## src/rtl/code_entry_unit_pkg.sv

```systemverilog
// Shared safe-controller constants: display modes and special keypad codes.
// Imported by the keypad-side datapath and the display driver.
package code_entry_unit_pkg;

    localparam logic [1:0] MODE_IDLE  = 2'd0;
    localparam logic [1:0] MODE_ENTRY = 2'd1;
    localparam logic [1:0] MODE_OPEN  = 2'd2;
    localparam logic [1:0] MODE_ALARM = 2'd3;

    localparam logic [3:0] KEY_BACK  = 4'hA;
    localparam logic [3:0] KEY_ENTER = 4'hB;

    function automatic logic is_digit(input logic [3:0] key);
        return key <= 4'd9;
    endfunction

endpackage

```

## src/rtl/code_entry_unit_key_strobe_sync.sv

```systemverilog
// Brings the asynchronous key_valid level into the clk domain and turns each
// press into a single-cycle strobe.
module key_strobe_sync (
    input  logic clk,
    input  logic rst_n,
    input  logic key_valid,
    output logic strobe
);

    // [0],[1] are the synchronizer; [2] remembers the previous synced level.
    logic [2:0] sync_q;

    always_ff @(posedge clk or negedge rst_n) begin
        if (!rst_n) begin
            sync_q <= '0;
        end else begin
            sync_q <= {sync_q[1:0], key_valid};
        end
    end

    assign strobe = sync_q[1] & ~sync_q[2];

endmodule

```

## src/rtl/code_entry_unit.sv

```systemverilog
// Keypad-side passcode entry: collects digits, reports submit/match to the
// safe controller, stores the passcode on request.
module code_entry_unit
    import code_entry_unit_pkg::*;
#(
    parameter int NUM_DIGITS = 4,
    parameter int CNT_W      = 3
) (
    input  logic                    clk,
    input  logic                    rst_n,
    input  logic                    key_valid,
    input  logic [3:0]              key_code,
    input  logic                    accept_digit,
    input  logic                    clear_entry,
    input  logic                    load_code,
    output logic                    done,
    output logic                    match,
    output logic                    key_reject,
    output logic [4*NUM_DIGITS-1:0] entry_digits,
    output logic [CNT_W-1:0]        entry_count,
    output logic                    code_valid
);

    localparam int                W    = 4 * NUM_DIGITS;
    localparam logic [CNT_W-1:0] FULL = CNT_W'(NUM_DIGITS);
    localparam logic [CNT_W-1:0] ONE  = CNT_W'(1);

    typedef enum logic [1:0] {
        S_COLLECT = 2'd0,
        S_DONE    = 2'd1,
        S_HOLD    = 2'd2
    } state_t;

    state_t           state, state_next;
    logic             strobe;
    logic [W-1:0]     stored;
    logic [W-1:0]     entry_next;
    logic [CNT_W-1:0] count_next;
    logic             match_next, done_next, reject_next;

    key_strobe_sync u_key_strobe_sync (
        .clk       (clk),
        .rst_n     (rst_n),
        .key_valid (key_valid),
        .strobe    (strobe)
    );

    always_comb begin
        state_next  = state;
        entry_next  = entry_digits;
        count_next  = entry_count;
        match_next  = match;
        done_next   = 1'b0;
        reject_next = 1'b0;

        case (state)
            S_COLLECT: begin
                if (strobe && accept_digit) begin
                    if (is_digit(key_code)) begin
                        if (entry_count < FULL) begin
                            entry_next = (entry_digits << 4) | W'(key_code);
                            count_next = entry_count + ONE;
                        end else begin
                            reject_next = 1'b1;
                        end
                    end else if (key_code == KEY_BACK) begin
                        if (entry_count != '0) begin
                            entry_next = entry_digits >> 4;
                            count_next = entry_count - ONE;
                        end else begin
                            reject_next = 1'b1;
                        end
                    end else if (key_code == KEY_ENTER) begin
                        if (entry_count == FULL) begin
                            state_next = S_DONE;
                            done_next  = 1'b1;
                            match_next = code_valid && (entry_digits == stored);
                        end else begin
                            reject_next = 1'b1;
                        end
                    end
                end
            end
            S_DONE:  state_next = S_HOLD;
            S_HOLD:  state_next = S_HOLD;
            default: state_next = S_COLLECT;
        endcase

        // Clear overrides everything, including a strobe landing in the same cycle.
        if (clear_entry) begin
            state_next  = S_COLLECT;
            entry_next  = '0;
            count_next  = '0;
            match_next  = 1'b0;
            done_next   = 1'b0;
            reject_next = 1'b0;
        end
    end

    always_ff @(posedge clk or negedge rst_n) begin
        if (!rst_n) begin
            state        <= S_COLLECT;
            entry_digits <= '0;
            entry_count  <= '0;
            match        <= 1'b0;
            done         <= 1'b0;
            key_reject   <= 1'b0;
        end else begin
            state        <= state_next;
            entry_digits <= entry_next;
            entry_count  <= count_next;
            match        <= match_next;
            done         <= done_next;
            key_reject   <= reject_next;
        end
    end

    // Stores the pre-clear entry even when clear_entry arrives in the same cycle.
    always_ff @(posedge clk or negedge rst_n) begin
        if (!rst_n) begin
            stored     <= '0;
            code_valid <= 1'b0;
        end else if (load_code) begin
            stored     <= entry_digits;
            code_valid <= 1'b1;
        end
    end

endmodule

```

## config.mk

```make
export PLATFORM = sky130hd
export DESIGN_NAME = code_entry_unit
export DESIGN_NICKNAME = d
export VERILOG_FILES = /design/src/rtl/code_entry_unit_pkg.sv /design/src/rtl/code_entry_unit_key_strobe_sync.sv /design/src/rtl/code_entry_unit.sv
export SDC_FILE = /design/constraint.sdc
export NUM_CORES = 1
export LEC_CHECK = 0
export BUFFER_PORTS_ARGS = -buffer_cell sky130_fd_sc_hd__buf_2
export CORE_MARGIN = 5
export CORE_UTILIZATION = 40
export CTS_CLUSTER_SIZE = 12
export DETAILED_ROUTE_END_ITERATION = 8
export GPL_TIMING_DRIVEN = 1
export PLACE_DENSITY_LB_ADDON = 0.3
export SYNTH_ARGS = -nofsm -noshare
export SYNTH_HDL_FRONTEND = slang
export SYNTH_SLANG_ARGS = --single-unit
```

## constraint.sdc

```tcl
create_clock -name clk -period 1.65 [get_ports clk]
set_input_delay 0.33 -clock clk [delete_from_list [all_inputs] [get_ports clk]]
set_output_delay 0.33 -clock clk [all_outputs]
set_load 0.05 [all_outputs]
```

==> impl_summary.txt <==
----------------------------------------------------
[Logic synthesis]
  Total nets after synthesis ... 207
  Largest cells by area after synthesis ... sky130_fd_sc_hd__dfrtp_1 (51%), sky130_fd_sc_hd__mux2_2 (8.3%), sky130_fd_sc_hd__xor2_1 (6.1%)
  Mux cell area share after synthesis ... between 10% and 20%
  Commonest register cell after synthesis ... sky130_fd_sc_hd__dfrtp_1
  Leading cell type by number of instances after synthesis ... sky130_fd_sc_hd__dfrtp_1
  Netlist Area Pre-Place ... about 2200 um^2
  Post-synthesis cell type with the largest combined area ... sky130_fd_sc_hd__dfrtp_1
  Register bit total from synthesis ... 44
  Seq/Total Area, Yosys ... between 50% and 60%
  Post-synthesis average cell area ... 11.2 um^2
  Post-synthesis async set-or-reset flop share ... between 90% and 100%
  Number of enable-type register cells in the synthesized netlist ... 0
  Synth Instances ... around 190
  Synth cell count leaders ... sky130_fd_sc_hd__dfrtp_1 (44), sky130_fd_sc_hd__nand2_1 (20), sky130_fd_sc_hd__a21oi_1 (19), sky130_fd_sc_hd__mux2_2 (16), sky130_fd_sc_hd__xor2_1 (15)
  Arithmetic-cell share of the synthesized area counting full adders, half adders and majority gates ... ~1.7%
  Combinational family with the most area after synthesis ... compound AO/OA/AOI/OAI gates
  Synth Area in Compound Gates ... ~15%
  Simple-gate share of the synthesized area ... 11.8%
  Top cell type's share of synthesized area ... 50.8%
  Count of distinct cell types in the synthesized netlist ... 39
  Synthesized-area fraction occupied by xor and xnor cells ... 6.87%
  Yosys warnings ... 0

[Pwr]
  Power density over cell area ... between 700 and 800 nW/um^2
  Worst IR drop on VDD ... ~0.00031 V
  Reported leakage power ... roughly 0.0014 uW
  Power Total ... 2240 uW

[Die]
  Width of the chip ... about 84 um
  Overall die height ... ~84 um
  Count of standard-cell rows ... 26
  Initial core utilization ... roughly two fifths
  Core area ... 5170 um^2
  Die Footprint ... ~7000 um^2
  Ports ... 33

[Route]
  1st-pass router iterations ... 4
  Routed vias ... 1777
  Number of DRC violations after detailed-routing iteration 0 ... between 100 and 150
  Detailed-route wire length per cell ... approximately 16 um
  Ratio of routed vias to standard cells ... roughly 5.4
  Total detailed-routing wirelength ... 5310 um
  Antenna Violating Nets Remaining ... 0
  Number of remaining DRC errors ... 0

[Cells and area]
  Area taken by multi-input logic gates ... 1080 um^2
  Non-Filler Instances ... approximately 330
  Antenna cell count ... 0
  Count of nets after finishing ... between 200 and 300
  Share of cells above drive strength 1 ... around 42%
  Area occupied by registers ... between 1000 and 1500 um^2
  Count of fill cells added during filler insertion ... 450
  Synth-to-Final Area Change ... 30.5%

[Global routing]
  GR Util met2 ... about a quarter
  M3 GR Usage ... under 10%
  Met1 track utilization from global routing ... a little over a fifth
  Total congestion overflow after global routing ... 0
  Vias in the first global route ... between 1500 and 2000
  Pin count of the biggest net entering global routing ... 25
  Initial antenna violation count ... 0
  Wire length of the first global-routing pass ... between 9000 and 10000 um
  GRT Max-Usage Layer ... met2
  All-Layer GR Usage ... between 10% and 20%

[Status]
  Violated checks ... hold timing
  Run status ... complete, but fails checks

[Setup path]
  Data arrival time of the critical path ... ~1.8 ns
  Crit end category ... flop
  Required time of the critical path ... approximately 1.8 ns
  Sort of element at the start of the critical path ... flop
  Crit Path Category ... reg -> reg
  Biggest fanout along the worst timing path ... 4

[Flow run]
  Max-cap violations ... 0

[Clock tree]
  CTS Root Cell ... sky130_fd_sc_hd__clkbuf_8
  Clock buffer depth ... 2
  Count of H-tree levels built during CTS ... 2
  Number of sinks on the clock net ... 44
  Clock insertion delay at the later pin of the skew report ... between 0.2 and 0.3 ns
  Number of buffers created by CTS ... 5
  Clock slew at reported path FFs ... 0.08 ns
  Post-CTS Hold Buffers ... 0
  Clock tree from TritonCTS ... done

[Timing]
  RSZ-0062 raised after global routing ... true
  Slew HR ... roughly 66%
  Setup TNS ... 0 ns
  Total of endpoints with negative setup slack in the final report ... 0
  Highest achievable clock rate ... 622 MHz
  Fin Clk Skew ... around 0.0074 ns
  Final hold violation count ... 17
  Hold Worst Slack ... -0.00556 ns
  Pin slew with the least headroom to its limit ... roughly 0.51 ns
  Number of pins with negative max-slew slack in the final report ... 0
  Final critical-path share of the clock period ... approximately 98%
  Fin crit period ... about 1.6 ns

[Placement]
  Cell total after placement ... roughly 310
  Final HPWL DP ... between 3000 and 4000 um
  Quantity of I/O buffers inserted on ports ... 32
  Weighted congestion at the end of routability-driven global placement ... 0.779

[Min path]
  Path class of the lowest-slack min-delay path ... in -> async

----------------------------------------------------
==> sequential cells by signal (all words and copies together) (netlist names) <==
name and count:
key_reject 1, done 1, u_key_strobe_sync.sync_q 3, state 2
match 1, code_valid 1, stored 16, entry_digits 16
entry_count 3
==> worst max-delay path, stage by stage, from the launching register on <==
cell and delay, ns:
sky130_fd_sc_hd__dfrtp_1 0.40, sky130_fd_sc_hd__inv_2 0.09, sky130_fd_sc_hd__ha_4 0.14, sky130_fd_sc_hd__nand4b_1 0.17, sky130_fd_sc_hd__buf_4 0.19, sky130_fd_sc_hd__buf_4 0.13, sky130_fd_sc_hd__buf_4 0.14, sky130_fd_sc_hd__o21ai_1 0.15
sky130_fd_sc_hd__a21oi_1 0.09
==> report_power, final <==
part	total [uW]	switching [uW]	internal, uW
logic	394	244	150
clock network	698	364	334
registers	1150	33.2	1110
==> what timing repair did <==
action,4_1_cts,5_1_grt
pin swaps,2,6
endpoints found under the setup margin,7,15
cloned,0,1
endpoints found under the hold margin,0,0
buffers inserted,1,4
gates resized for setup,0,14
==> cell usage in the layout, fill, tap and decap left out, types with 2 or more instances in the layout <==
cell type                  Yosys  layout
sky130_fd_sc_hd__nor3_1        2       2
sky130_fd_sc_hd__mux2_2       16      16
sky130_fd_sc_hd__a21oi_1      19      19
sky130_fd_sc_hd__nand4_1       5       5
sky130_fd_sc_hd__nand3_1       2       2
sky130_fd_sc_hd__nor2_1        6       5
sky130_fd_sc_hd__o21ai_0       7       5
sky130_fd_sc_hd__nand2_1      20      20
sky130_fd_sc_hd__nor4_1        4       3
sky130_fd_sc_hd__buf_12        0       2
sky130_fd_sc_hd__o21ai_1       1       2
sky130_fd_sc_hd__mux2i_1       5       5
sky130_fd_sc_hd__buf_4         1      29
sky130_fd_sc_hd__buf_2         2      33
sky130_fd_sc_hd__inv_2         0       2
sky130_fd_sc_hd__clkbuf_8      0       6
sky130_fd_sc_hd__xor2_1       15      15
sky130_fd_sc_hd__clkinv_2      0       2
sky130_fd_sc_hd__dfrtp_2       0       3
sky130_fd_sc_hd__xnor2_1       2       2
sky130_fd_sc_hd__a211oi_1      2       2
sky130_fd_sc_hd__a311oi_1      9       9
sky130_fd_sc_hd__dfrtp_1      44      41
sky130_fd_sc_hd__buf_6         0       2
==> path summary, 6_finish.rpt <==
check	end	startpoint	slack, ns	depth (start not counted)
setup / recovery	entry_digits[13]	state[1]	0.04	8
hold / removal	code_valid	rst_n	-0.006	1
setup reg to reg	entry_digits[13]	state[1]	0.04	8
hold reg to reg	u_key_strobe_sync.sync_q[1]	u_key_strobe_sync.sync_q[0]	0.36	0
max in group asynchronous	stored[15]	rst_n	1.14	2
min in group clk	u_key_strobe_sync.sync_q[0]	key_valid	0.14	1
==> metrics by stage <==
| stage | cell area [um^2] | setup slack [ns] | util [%] | hold slack, ns |
|---|---|---|---|---|
| 2_1_floorplan | 2210 | -0.0376 | - | 0.0344 |
| 3_3_place_gp | 2630 | -0.00446 | 50.9 | 0.325 |
| 3_5_place_dp | 2630 | -0.0487 | 50.9 | 0.330 |
| 4_1_cts | 2730 | 0.0303 | 52.8 | 0.0102 |
| 5_1_grt | 2830 | -0.0355 | 54.6 | 0.0240 |
| 6_report | 2830 | 0.0411 | 54.6 | -0.00556 |
==> kinds of logic (layout without fill, tap and decap cells) <==
family	after synthesis	count (layout)
compound gates	48	48
xor+xnor	17	17
fa+ha+maj	3	3
buf+inv	14	77
flops	44	44
mux	21	21
simple gates	47	47
==> layer usage <==
layer  vias up  routed length [um]
met5         -                   0
met4         0                  61
met3         8                 337
met2        67                2580
met1       869                2330
li1        833                   -
==> area by class of cell <==
class | count | share of cell area (%)
Inverter | 3 | 0.398
Tap cell | 70 | 3.10
Sequential cell | 44 | 39.1
Timing Repair Buffer | 66 | 15.8
Clock buffer | 6 | 2.92
Clock inverter | 2 | 0.354
Multi-Input combinational cell | 136 | 38.4
(Power assumes the default switching activity.)
